$ cat src/rtl/stack_param_if.sv
// rtl/stack_param_if.sv - stack_param op/data bus; swap present only under STACK_SWAP_EN
interface stack_param_if #(
   parameter int WIDTH = 16,
   parameter int DEPTH = 8,
   parameter int CW    = $clog2(DEPTH + 1)
);
   logic             push;
   logic             pop;
   logic             load;
`ifdef STACK_SWAP_EN
   logic             swap;
`endif
   logic             clr_err;
   logic [WIDTH-1:0] d;
   logic [WIDTH-1:0] qtop;
   logic [WIDTH-1:0] qnext;
   logic [CW-1:0]    count;
   logic             empty;
   logic             full;
   logic             ovf;
   logic             unf;

   modport master (
`ifdef STACK_SWAP_EN
      output swap,
`endif
      output push, pop, load, clr_err, d,
      input  qtop, qnext, count, empty, full, ovf, unf
   );

   modport slave (
`ifdef STACK_SWAP_EN
      input  swap,
`endif
      input  push, pop, load, clr_err, d,
      output qtop, qnext, count, empty, full, ovf, unf
   );
endinterface

$ cat src/rtl/stack_param.sv
// rtl/stack_param.sv - register-file LIFO stack with sticky ovf/unf; STACK_SWAP_EN adds swap
module stack_param #(
   parameter int WIDTH = 16,
   parameter int DEPTH = 8,
   parameter int CW    = $clog2(DEPTH + 1)
) (
   input  logic               clk,
   input  logic               reset,
   stack_param_if.slave       bus
);
   logic [WIDTH-1:0] q [DEPTH];
   logic [CW-1:0]    count;
   logic             ovf;
   logic             unf;
   logic             is_empty;
   logic             is_full;
   logic             ovf_ev;
   logic             unf_ev;
   logic             do_swap;

`ifdef STACK_SWAP_EN
   assign do_swap = bus.swap & ~bus.push & ~bus.pop;
`else
   assign do_swap = 1'b0;
`endif

   assign is_empty = (count == '0);
   assign is_full  = (count == CW'(DEPTH));

   always_comb begin
      ovf_ev = bus.push & ~bus.pop & is_full;
      // Pop on empty covers both plain pop and replace-on-empty.
      unf_ev = (bus.pop & is_empty) | (do_swap & (count < CW'(2)));
   end

   always_ff @(posedge clk) begin
      if (!reset) begin
         for (int i = 0; i < DEPTH; i++) q[i] <= '0;
         count <= '0;
         ovf   <= 1'b0;
         unf   <= 1'b0;
      end else begin
         if (bus.push && bus.pop) begin
            q[0] <= bus.d;
            if (is_empty) count <= CW'(1);
         end else if (bus.push) begin
            q[0] <= bus.d;
            for (int i = 1; i < DEPTH; i++) q[i] <= q[i-1];
            if (!is_full) count <= count + CW'(1);
         end else if (bus.pop) begin
            if (!is_empty) begin
               for (int i = 0; i < DEPTH - 1; i++) q[i] <= q[i+1];
               q[DEPTH-1] <= '0;
               count      <= count - CW'(1);
            end
         end else if (do_swap) begin
            if (count >= CW'(2)) begin
               q[0] <= q[1];
               q[1] <= q[0];
            end
         end else if (bus.load) begin
            q[0] <= bus.d;
            if (is_empty) count <= CW'(1);
         end

         // A fresh error wins over a same-cycle clear.
         if (ovf_ev)           ovf <= 1'b1;
         else if (bus.clr_err) ovf <= 1'b0;
         if (unf_ev)           unf <= 1'b1;
         else if (bus.clr_err) unf <= 1'b0;
      end
   end

   assign bus.qtop  = q[0];
   assign bus.qnext = q[1];
   assign bus.count = count;
   assign bus.empty = is_empty;
   assign bus.full  = is_full;
   assign bus.ovf   = ovf;
   assign bus.unf   = unf;
endmodule

$ cat src/flat_wrapper.sv
// flat-port wrapper written by rule: the top's interface ports become plain ports
module stack_param_flat 
#(
   parameter int WIDTH = 16,
   parameter int DEPTH = 8,
   parameter int CW    = $clog2(DEPTH + 1)
)
  (clk, reset, bus_push, bus_pop, bus_load, bus_clr_err, bus_d, bus_qtop, bus_qnext, bus_count, bus_empty, bus_full, bus_ovf, bus_unf);
  stack_param_if #(.WIDTH(WIDTH), .DEPTH(DEPTH), .CW(CW)) bus_i ();
  input  logic clk;
  input  logic reset;
  input wire logic [$bits(bus_i.push)-1:0] bus_push;
  input wire logic [$bits(bus_i.pop)-1:0] bus_pop;
  input wire logic [$bits(bus_i.load)-1:0] bus_load;
  input wire logic [$bits(bus_i.clr_err)-1:0] bus_clr_err;
  input wire logic [$bits(bus_i.d)-1:0] bus_d;
  output wire logic [$bits(bus_i.qtop)-1:0] bus_qtop;
  output wire logic [$bits(bus_i.qnext)-1:0] bus_qnext;
  output wire logic [$bits(bus_i.count)-1:0] bus_count;
  output wire logic [$bits(bus_i.empty)-1:0] bus_empty;
  output wire logic [$bits(bus_i.full)-1:0] bus_full;
  output wire logic [$bits(bus_i.ovf)-1:0] bus_ovf;
  output wire logic [$bits(bus_i.unf)-1:0] bus_unf;
  assign bus_i.push = bus_push;
  assign bus_i.pop = bus_pop;
  assign bus_i.load = bus_load;
  assign bus_i.clr_err = bus_clr_err;
  assign bus_i.d = bus_d;
  assign bus_qtop = bus_i.qtop;
  assign bus_qnext = bus_i.qnext;
  assign bus_count = bus_i.count;
  assign bus_empty = bus_i.empty;
  assign bus_full = bus_i.full;
  assign bus_ovf = bus_i.ovf;
  assign bus_unf = bus_i.unf;
  stack_param #(.WIDTH(WIDTH), .DEPTH(DEPTH), .CW(CW)) u_core (.clk(clk), .reset(reset), .bus(bus_i));
endmodule
$ cat config.mk
export PLATFORM = sky130hd
export DESIGN_NAME = stack_param_flat
export DESIGN_NICKNAME = d
export VERILOG_FILES = /design/src/rtl/stack_param_if.sv /design/src/rtl/stack_param.sv /design/src/flat_wrapper.sv
export SDC_FILE = /design/constraint.sdc
export NUM_CORES = 1
export LEC_CHECK = 0
export CAP_MARGIN = 10
export CORE_MARGIN = 3
export CORE_UTILIZATION = 56
export DETAILED_ROUTE_END_ITERATION = 6
export PLACE_DENSITY_LB_ADDON = 0.1
export SYNTH_ARGS = -nofsm -noshare
export SYNTH_HDL_FRONTEND = slang
export SYNTH_SLANG_ARGS = --single-unit
$ cat constraint.sdc
create_clock -name clk -period 3.2 [get_ports clk]
set_clock_uncertainty 0.2 [all_clocks]
set_input_delay 0.64 -clock clk [delete_from_list [all_inputs] [get_ports clk]]
set_output_delay 0.64 -clock clk [all_outputs]
set_load 0.05 [all_outputs]
==> results of run 1 <==
==> layer usage <==
metal	up-vias	global-route usage	part of all wire
met5	-	0	0
met4	0	0.08656	0.014
met3	12	0.05459	0.042
met2	87	0.3006	0.48
met1	1825	0.2905	0.47
li1	1639	-	-
==> power groups by stage <==
stage          Clock [uW]  Combinational, uW  Sequential [uW]
6_report             1750                891             2330
3_3_place_gp            0                885             2360
5_1_grt              1850                945             2360
2_1_floorplan           0                657             2360
3_5_place_dp            0                900             2360
4_1_cts              1780                898             2330
==> worst register-to-register path: stages, from the launching register on <==
cell     delay (ps)
dfxtp_1         430
inv_1            90
ha_1            260
nor3b_4         190
nor2_2          180
and2_4          930
a22o_1          340
==> cell type report <==
cell class	instances	area share
well taps	133	0.02455
flip-flops and latches	134	0.5612
clock inverters	5	0.007015
clock buffers	27	0.07107
multi-input cells	213	0.2256
repair buffers	75	0.1095
inverters	2	0.001108
==> cells in the final DEF, fill, tap and decap left out, drive strengths merged, types with 6 or more instances in the layout <==
cell type	count
o21ai	6
nand2	39
edfxtp	112
clkdlybuf4s50	59
dfxtp	22
nor2b	10
a22o	112
buf	14
clkbuf	27
a21oi	18
==> state kept, by name, indices dropped and copies added (netlist names) <==
name              flops
u_core.bus.ovf        1
u_core.q            128
u_core.bus.unf        1
u_core.bus.count      4
==> cell families (layout without fill, tap and decap cells) <==
kind of cell	count (synthesis)	count (layout)	synth area share
xor+xnor	1	1	0.001513
compound gates	141	141	0.1969
mux	1	1	0.001945
buf+inv	67	109	0.07998
flops	134	134	0.6572
simple gates	68	68	0.05815
fa+ha+maj	2	2	0.004323
==> path summary, 6_finish.rpt <==
check,startpoint,end,cells after the start
max,u_core.bus.count[0]$_SDFFE_PN0P_,bus_empty,4
max reg2reg,u_core.bus.count[0]$_SDFFE_PN0P_,u_core.q[0][55]$_SDFFCE_PN0P_,6
min reg2reg,u_core.q[1][61]$_SDFFE_PN0N_,u_core.q[1][61]$_SDFFE_PN0N_,2
min,u_core.q[1][61]$_SDFFE_PN0N_,u_core.q[1][61]$_SDFFE_PN0N_,2
==> through the flow <==
step	cell area (sq um)	total power [uW]	cells	setup slack (ps)
final	6778	4975	589	266.9
after global routing	6778	5162	589	142.3
after CTS	6775	5010	589	21.41
after detailed placement	6247	3256	557	152.3
after global placement	6247	3245	557	178.3
after floorplan	5791	3016	414	131.0
==> synthesized netlist by cell type (2+ instances only) <==
cell      count  area (sq um)
clkbuf_1     10         37.54
ha_1          2         25.02
o21ai_0       5         25.02
inv_1         2         7.510
nand2b_1      2         12.51
nand2_1      39         146.4
nor2_1        3         11.26
and2_1        2         12.51
a22o_1      112         980.9
nand4b_1      2         17.52
dfxtp_1      22         440.4
a21oi_1      18         90.09
edfxtp_1    112          3363
nor2b_1      10         62.56
buf_2        13         65.06
buf_6        10         112.6
buf_4        32         240.2
nand3_1       4         20.02
==> what timing repair did <==
| action | in CTS | in global routing |
|---|---|---|
| hold buffers | 0 | 0 |
| endpoints found under the setup margin | 1 | 1 |
| resized for setup | 1 | 1 |
| pin swaps | 0 | 0 |
==> results.tsv, run 1 <==
metric	value	unit
I/O Buffers	61	
required time of the worst setup path	2360	ps
sequential share of power	0.468	
fin crit share	0.9166	
CP Max Fanout	6	
Peak Freq	340.9	MHz
die area	11590	sq um
initial core utilization	0.5841	
cell area after synthesis	5788	sq um
count of cell types in the netlist	32	
Clk pwr share	0.353	
flop and latch count out of synthesis	134	
violation count after the first detailed-route iteration	192	
Worst-path clk slew	50	ps
layout cells sized above 1	0.09430	
Routability Congestion	0.7667	
delay-heaviest family, CP	buffers and inverters	
Area growth syn-to-layout	17.10	%
Post-DRT Antenna Nets	0	
setup bufs post-CTS	0	
part of the Yosys area used for sequential elements	0.6572	
CP endpoint kind	output port	
fin nets	467	
core area	9910	sq um
Syn. warnings	0	
combinational share of power	0.179	
Post-synth EDFFs	112	
GRT overflow	0	
flop2flop setup slack	440	ps
Layout Utilization	0.6840	
CP max stage cell	dlygate4sd2_1	
Routed wire per std cell	18.84	um
Die Y	107.7	um
total of max-cap violations	0	
Primary FF master, synth	edfxtp_1	
drt drc	0	
nature of the critical path startpoint	flop	
vias in the first global route	3537	
Final Hold Vio Count	0	
worst-skew pair later-pin latency	520	ps
outcome	finished clean	
ant diodes	0	
initial antenna violation count	0	
setup TNS	0	ps
Root Buffer	clkbuf_8	
Pleak	0.002518	uW
Syn Nets	438	
Worst path max stage delay	570	ps
TritonCTS clock tree	built	
fillers	723	
Net Switching	1412	uW
H-tree depth	4	
clock sinks	134	
Min-Delay Path Class	reg -> reg	
First-pass DRT Iterations	5	
RSZ-0062 raised after global routing	false	
CTS Buf Count	17	
global-route wire length before repair	18.16	mm
async set-or-reset flop fraction in the synthesized netlist	0	
Die Width	107.7	um
row count	36	
Reg area	3804	sq um
crit-path cells	inv_1, ha_1, nor3b_4, dlygate4sd2_1	
Hold Slack	257.1	ps
largest net degree at the start of global routing	113	
Multi-input gate area	1529	sq um
number of setup violations in the final report	0	
post-DP HPWL	6.493	mm
Max Slew Vio Count	0	
internal power	3564	uW
WP data arrival	2090	ps
DR vias	3563	
Synth Instances	414	
sw frac	0.2838	
Buffers & Inverters on Critical Path	2	
drt via density	6.049	
Worst-Margin Slew	1161	ps
Clock Tree Buf Depth	2	
worst setup path class	reg -> out	
power per cell area	734.1	nW/um^2
routed wire length	11.10	mm
Ports	62	
Final min period	2933	ps
Syn Area/Cell	13.98	sq um
Max VDD drop	573.0	uV
GRT Overall Usage	0.2050	
Slew HR	0.2260	
Power figures use the tool's default switching activity.
==> inputs of run 2 (changes only) <==
--- a/config.mk
+++ b/config.mk
@@ -5,11 +5,13 @@
 export SDC_FILE = /design/constraint.sdc
 export NUM_CORES = 1
 export LEC_CHECK = 0
+export ABC_AREA = 1
 export CAP_MARGIN = 10
 export CORE_MARGIN = 3
-export CORE_UTILIZATION = 56
+export CORE_UTILIZATION = 57
 export DETAILED_ROUTE_END_ITERATION = 6
 export PLACE_DENSITY_LB_ADDON = 0.1
+export SETUP_SLACK_MARGIN = 0.2
 export SYNTH_ARGS = -nofsm -noshare
 export SYNTH_HDL_FRONTEND = slang
 export SYNTH_SLANG_ARGS = --single-unit
==> results.tsv, run 2 <==
metric	value	unit
fin nets	622	
TritonCTS clock tree	built	
biggest regs	u_core.q (128), u_core.bus.count (4)	
vias in the first global route	3787	
total of max-cap violations	0	
WP data arrival	1840	ps
violation count after the first detailed-route iteration	486	
Most common cell on crit path	inv_1	
Routed wire per std cell	16.16	um
ant diodes	0	
drt drc	0	
most frequent cell after synthesis	inv_1	
die area	12200	sq um
initial core utilization	0.5946	
Max Slew Vio Count	0	
required time of the worst setup path	2360	ps
initial antenna violation count	0	
Post-Place Worst Slack	459.6	ps
max reg flops	128	
Syn Nets	592	
RSZ-0062 raised after global routing	false	
async set-or-reset flop fraction in the synthesized netlist	0	
cell area after synthesis	6221	sq um
Worst-Margin Slew	589.2	ps
Ports	62	
GRT overflow	0	
Primary FF master, synth	edfxtp_1	
layout cells sized above 1	0.1506	
Post-DRT Antenna Nets	0	
GRT Overall Usage	0.1983	
Buffers & Inverters on Critical Path	3	
Final min period	2683	ps
worst-skew pair later-pin latency	510	ps
Synth Instances	568	
largest net degree at the start of global routing	97	
outcome	finished clean	
global-route wire length before repair	19.52	mm
Die Width	110.5	um
CTS Buf Count	17	
Slew HR	0.6063	
Synth top area share	0.5406	
drt via density	5.410	
CP Max Fanout	4	
core area	10460	sq um
nature of the critical path startpoint	flop	
routed wire length	12.07	mm
Synth area leaders	edfxtp_1, o22ai_2, inv_1, dfxtp_1, buf_4	
delay-heaviest family, CP	buffers and inverters	
clock sinks	134	
flop and latch count out of synthesis	134	
Min-Delay Path Class	reg -> reg	
post-DP HPWL	7.587	mm
most common cell after layout, fill and taps aside	inv_1	
most frequent cells in the layout	inv_1, edfxtp_1, nand2_1	
I/O Buffers	61	
Die Y	110.5	um
Clock Tree Buf Depth	2	
crit-path cells	inv_1, ha_1, nand3_1, inv_1, clkbuf_2	
H-tree depth	4	
Syn. warnings	0	
CP max stage cell	dfxtp_1	
worst setup margin	517.4	ps
row count	37	
setup TNS	0	ps
Post-synth top cells	inv_1, edfxtp_1, nand2_1	
Hold Buf Count CTS	0	
worst setup path class	reg -> out	
Worst path max stage delay	330	ps
Syn Area/Cell	10.95	sq um
Root Buffer	clkbuf_8	
Biggest register	u_core.q	
Post-synth EDFFs	112	
Area growth syn-to-layout	17.76	%
DR vias	4041	
power per cell area	650.5	nW/um^2
number of setup violations in the final report	0	
fin crit share	0.8383	
Pleak	0.002698	uW
Peak Freq	372.8	MHz
Routability Congestion	0.7919	
count of cell types in the netlist	23	
Max VDD drop	450.5	uV
Worst-path clk slew	60	ps
First-pass DRT Iterations	5	
part of the Yosys area used for sequential elements	0.6114	
fillers	749	
CP endpoint kind	output port	
Yosys top cell by area	edfxtp_1	
Final Hold Vio Count	0	
## run 2: area by class of cell
cell class | count | area, sq um | share of cell area
Clock inverter | 13 | 171.4 | 0.02340
Tap cell | 136 | 170.2 | 0.02323
Inverter | 127 | 478.0 | 0.06524
Multi-Input combinational cell | 246 | 1540 | 0.2102
Sequential cell | 134 | 3804 | 0.5192
Timing Repair Buffer | 72 | 740.7 | 0.1011
Clock buffer | 19 | 421.7 | 0.05756
## run 2: kinds of logic after synthesis
kind of cell               Yosys count  share of synthesized area
buffers and inverters              188                     0.1434
DFF                                134                     0.6114
adders and majority gates            2                   0.004022
AOI/OAI and AO/OA                  135                     0.1655
and+or+nand+nor                    109                    0.07562
## run 2: power breakdown
part,leakage [uW],total [uW],switching (uW),internal [uW]
logic,0.00102,706,493,213
registers,0.00140,2140,66.1,2070
clock network,0.000283,1920,726,1200
total,0.00270,4770,1290,3480
## run 2: metrics by stage
step	area [sq um]	power [uW]	std cells	util	hold slack (ps)
6_report	7326	4766	747	0.7002	261.8
4_1_cts	7327	4790	747	0.7003	262.8
5_1_grt	7326	4932	747	0.7002	278.6
3_5_place_dp	6735	2879	715	0.6437	253.1
2_1_floorplan	6221	2690	568	-	238.6
3_3_place_gp	6735	2859	715	0.6437	247.8
## run 2: final timing paths
check | from | to | slack (ps) | depth (start not counted)
setup reg to reg | u_core.bus.count[0]$_SDFFE_PN0P_ | u_core.q[0][5]$_DFFE_PP_ | 950 | 6
setup / recovery | u_core.bus.count[0]$_SDFFE_PN0P_ | bus_empty | 520 | 5
hold / removal | u_core.q[1][63]$_SDFFE_PN0N_ | u_core.q[1][63]$_SDFFE_PN0N_ | 260 | 2
hold reg to reg | u_core.q[1][63]$_SDFFE_PN0N_ | u_core.q[1][63]$_SDFFE_PN0N_ | 260 | 2
## run 2: what timing repair did
action	4_1_cts	5_1_grt
resized for setup	1	3
setup buffers	0	0
endpoints found under the hold margin	0	0
endpoints found under the setup margin	1	2
## run 2: routing by layer
layer / GRT usage / wire, um
met1: 0.2953 / 5657
met2: 0.2945 / 5460
met3: 0.04986 / 853
met4: 0.04762 / 99
met5: 0 / 0
## run 2: worst min-delay path, cell delays in order (launching register included)
cell and delay (ps):
dfxtp_1 310, nand2_1 60, a21oi_1 50
==> inputs of run 3 (changes only) <==
--- a/config.mk
+++ b/config.mk
@@ -8,7 +8,7 @@
 export ABC_AREA = 1
 export CAP_MARGIN = 10
 export CORE_MARGIN = 3
-export CORE_UTILIZATION = 57
+export CORE_UTILIZATION = 51
 export DETAILED_ROUTE_END_ITERATION = 6
 export PLACE_DENSITY_LB_ADDON = 0.1
 export SETUP_SLACK_MARGIN = 0.2
==> constraint.sdc (replaced) <==
create_clock -name clk -period 2.43 [get_ports clk]
set_clock_uncertainty 0.2 [all_clocks]
set_input_delay 0.486 -clock clk [delete_from_list [all_inputs] [get_ports clk]]
set_output_delay 0.486 -clock clk [all_outputs]
set_load 0.05 [all_outputs]
==> results.tsv, run 3 (same netlist as run 2, synthesis figures left out) <==
metric	value	unit
Slew HR	0.6578	
worst-skew pair later-pin latency	410	ps
Post-DRT Antenna Nets	0	
biggest regs	u_core.q (128), u_core.bus.count (4)	
violation count after the first detailed-route iteration	399	
Post-Place Worst Slack	31.90	ps
nature of the critical path startpoint	flop	
CP endpoint kind	output port	
setup bufs post-CTS	0	
Worst-path clk slew	50	ps
Critical Path Source	u_core.bus.count[0]$_SDFFE_PN0P_	
number of setup violations in the final report	0	
core area	11660	sq um
First-pass DRT Iterations	5	
H-tree depth	4	
total chip power	6156	uW
die area	13560	sq um
worst setup margin	279.2	ps
row count	39	
CP Max Fanout	4	
Hold Buf Count CTS	0	
max reg flops	128	
WP data arrival	1460	ps
Biggest register	u_core.q	
Peak Freq	464.9	MHz
R2R cell count	7	
Routed wire per std cell	15.89	um
clock sinks	134	
ant diodes	0	
Area growth syn-to-layout	19.39	%
Die Width	116.4	um
post-DP HPWL	8.022	mm
most frequent cells in the layout	inv_1, edfxtp_1, nand2_1	
required time of the worst setup path	1740	ps
most common cell after layout, fill and taps aside	inv_1	
RR Startpoint	u_core.bus.count[0]$_SDFFE_PN0P_	
Max VDD drop	602.7	uV
Die Y	116.4	um
GRT overflow	0	
global-route wire length before repair	19.33	mm
dpl cells	729	
total of max-cap violations	0	
DR vias	4049	
GRT Overall Usage	0.1863	
CTS Buf Count	17	
drt drc	0	
RSZ-0062 raised after global routing	false	
worst hold path cell count	2	
initial core utilization	0.5334	
Root Buffer	clkbuf_16	
Clock Tree Buf Depth	2	
fin crit share	0.8851	
TritonCTS clock tree	built	
outcome	finished clean	
vias in the first global route	3800	
Pleak	0.002871	uW
Final min period	2151	ps
drt via density	5.321	
Final Hold Vio Count	0	
largest net degree at the start of global routing	97	
Routability Congestion	0.8144	
Worst Hold Launch	u_core.q[1][55]$_SDFFE_PN0N_	
Max Slew Vio Count	0	
layout cells sized above 1	0.1650	
fin nets	629	
I/O Buffers	61	
worst setup path class	reg -> out	
routed wire length	12.09	mm
initial antenna violation count	0	
power per cell area	828.8	nW/um^2
Ports	62	
setup TNS	0	ps
fin cells	761	
Worst-Margin Slew	515.3	ps
Min-Delay Path Class	reg -> reg	
## run 3: cell count changes in the layout (fill, tap and decap cells not counted), moves of 3 or more
cell and delta:
buf_12 +8, dlygate4sd2_1 +38, clkdlybuf4s50_1 -38, inv_6 -3, clkinv_2 +3, clkinv_1 +5, clkinv_4 -4
## run 3: layer usage
layer / share of wire / vias up / GRT usage
met5: 0 / - / 0
met4: 0.012 / 0 / 0.07193
met3: 0.058 / 16 / 0.04404
met2: 0.44 / 123 / 0.2658
met1: 0.49 / 1925 / 0.2765
li1: - / 1985 / -
## run 3: repair_timing
action / in CTS / in global routing
endpoints found under the setup margin: 39 / 2
gates resized for setup: 39 / 3
hold endpoints to repair: 0 / 0
## run 3: final cells by class
class | count | area, sq um
clock inverter | 13 | 113.9
multi-input combinational | 246 | 1575
timing repair buffer | 79 | 843.3
sequential | 134 | 3805
fill | 882 | 4235
inverter | 127 | 478.0
tap | 143 | 178.9
clock buffer | 19 | 432.9
## run 3: where the power goes
part           switching [uW]  internal, uW  total, uW
Combinational             666           295        961
Sequential               81.5          2730       2810
Clock                     904          1480       2390
## run 3: final timing paths
kind,to,slack [ps]
worst min register to register,u_core.q[1][55]$_SDFFE_PN0N_,260
worst min-delay path,u_core.q[1][55]$_SDFFE_PN0N_,260
worst max register to register,u_core.q[0][5]$_DFFE_PP_,500
worst max-delay path,bus_empty,280
## run 3: stage by stage
stage,util,hold slack [ps],area (sq um)
after global placement,0.5927,247.6,6913
after global routing,0.6368,281.4,7427
final,0.6368,262.5,7427
after floorplan,-,238.9,6245
after detailed placement,0.5927,254.9,6913
after CTS,0.6360,265.3,7417
## run 3: critical path, stage by stage, from the launching register on
cell	delay, ps
dfxtp_2	330
inv_1	110
ha_2	240
nand3_4	120
inv_2	110
buf_12	140
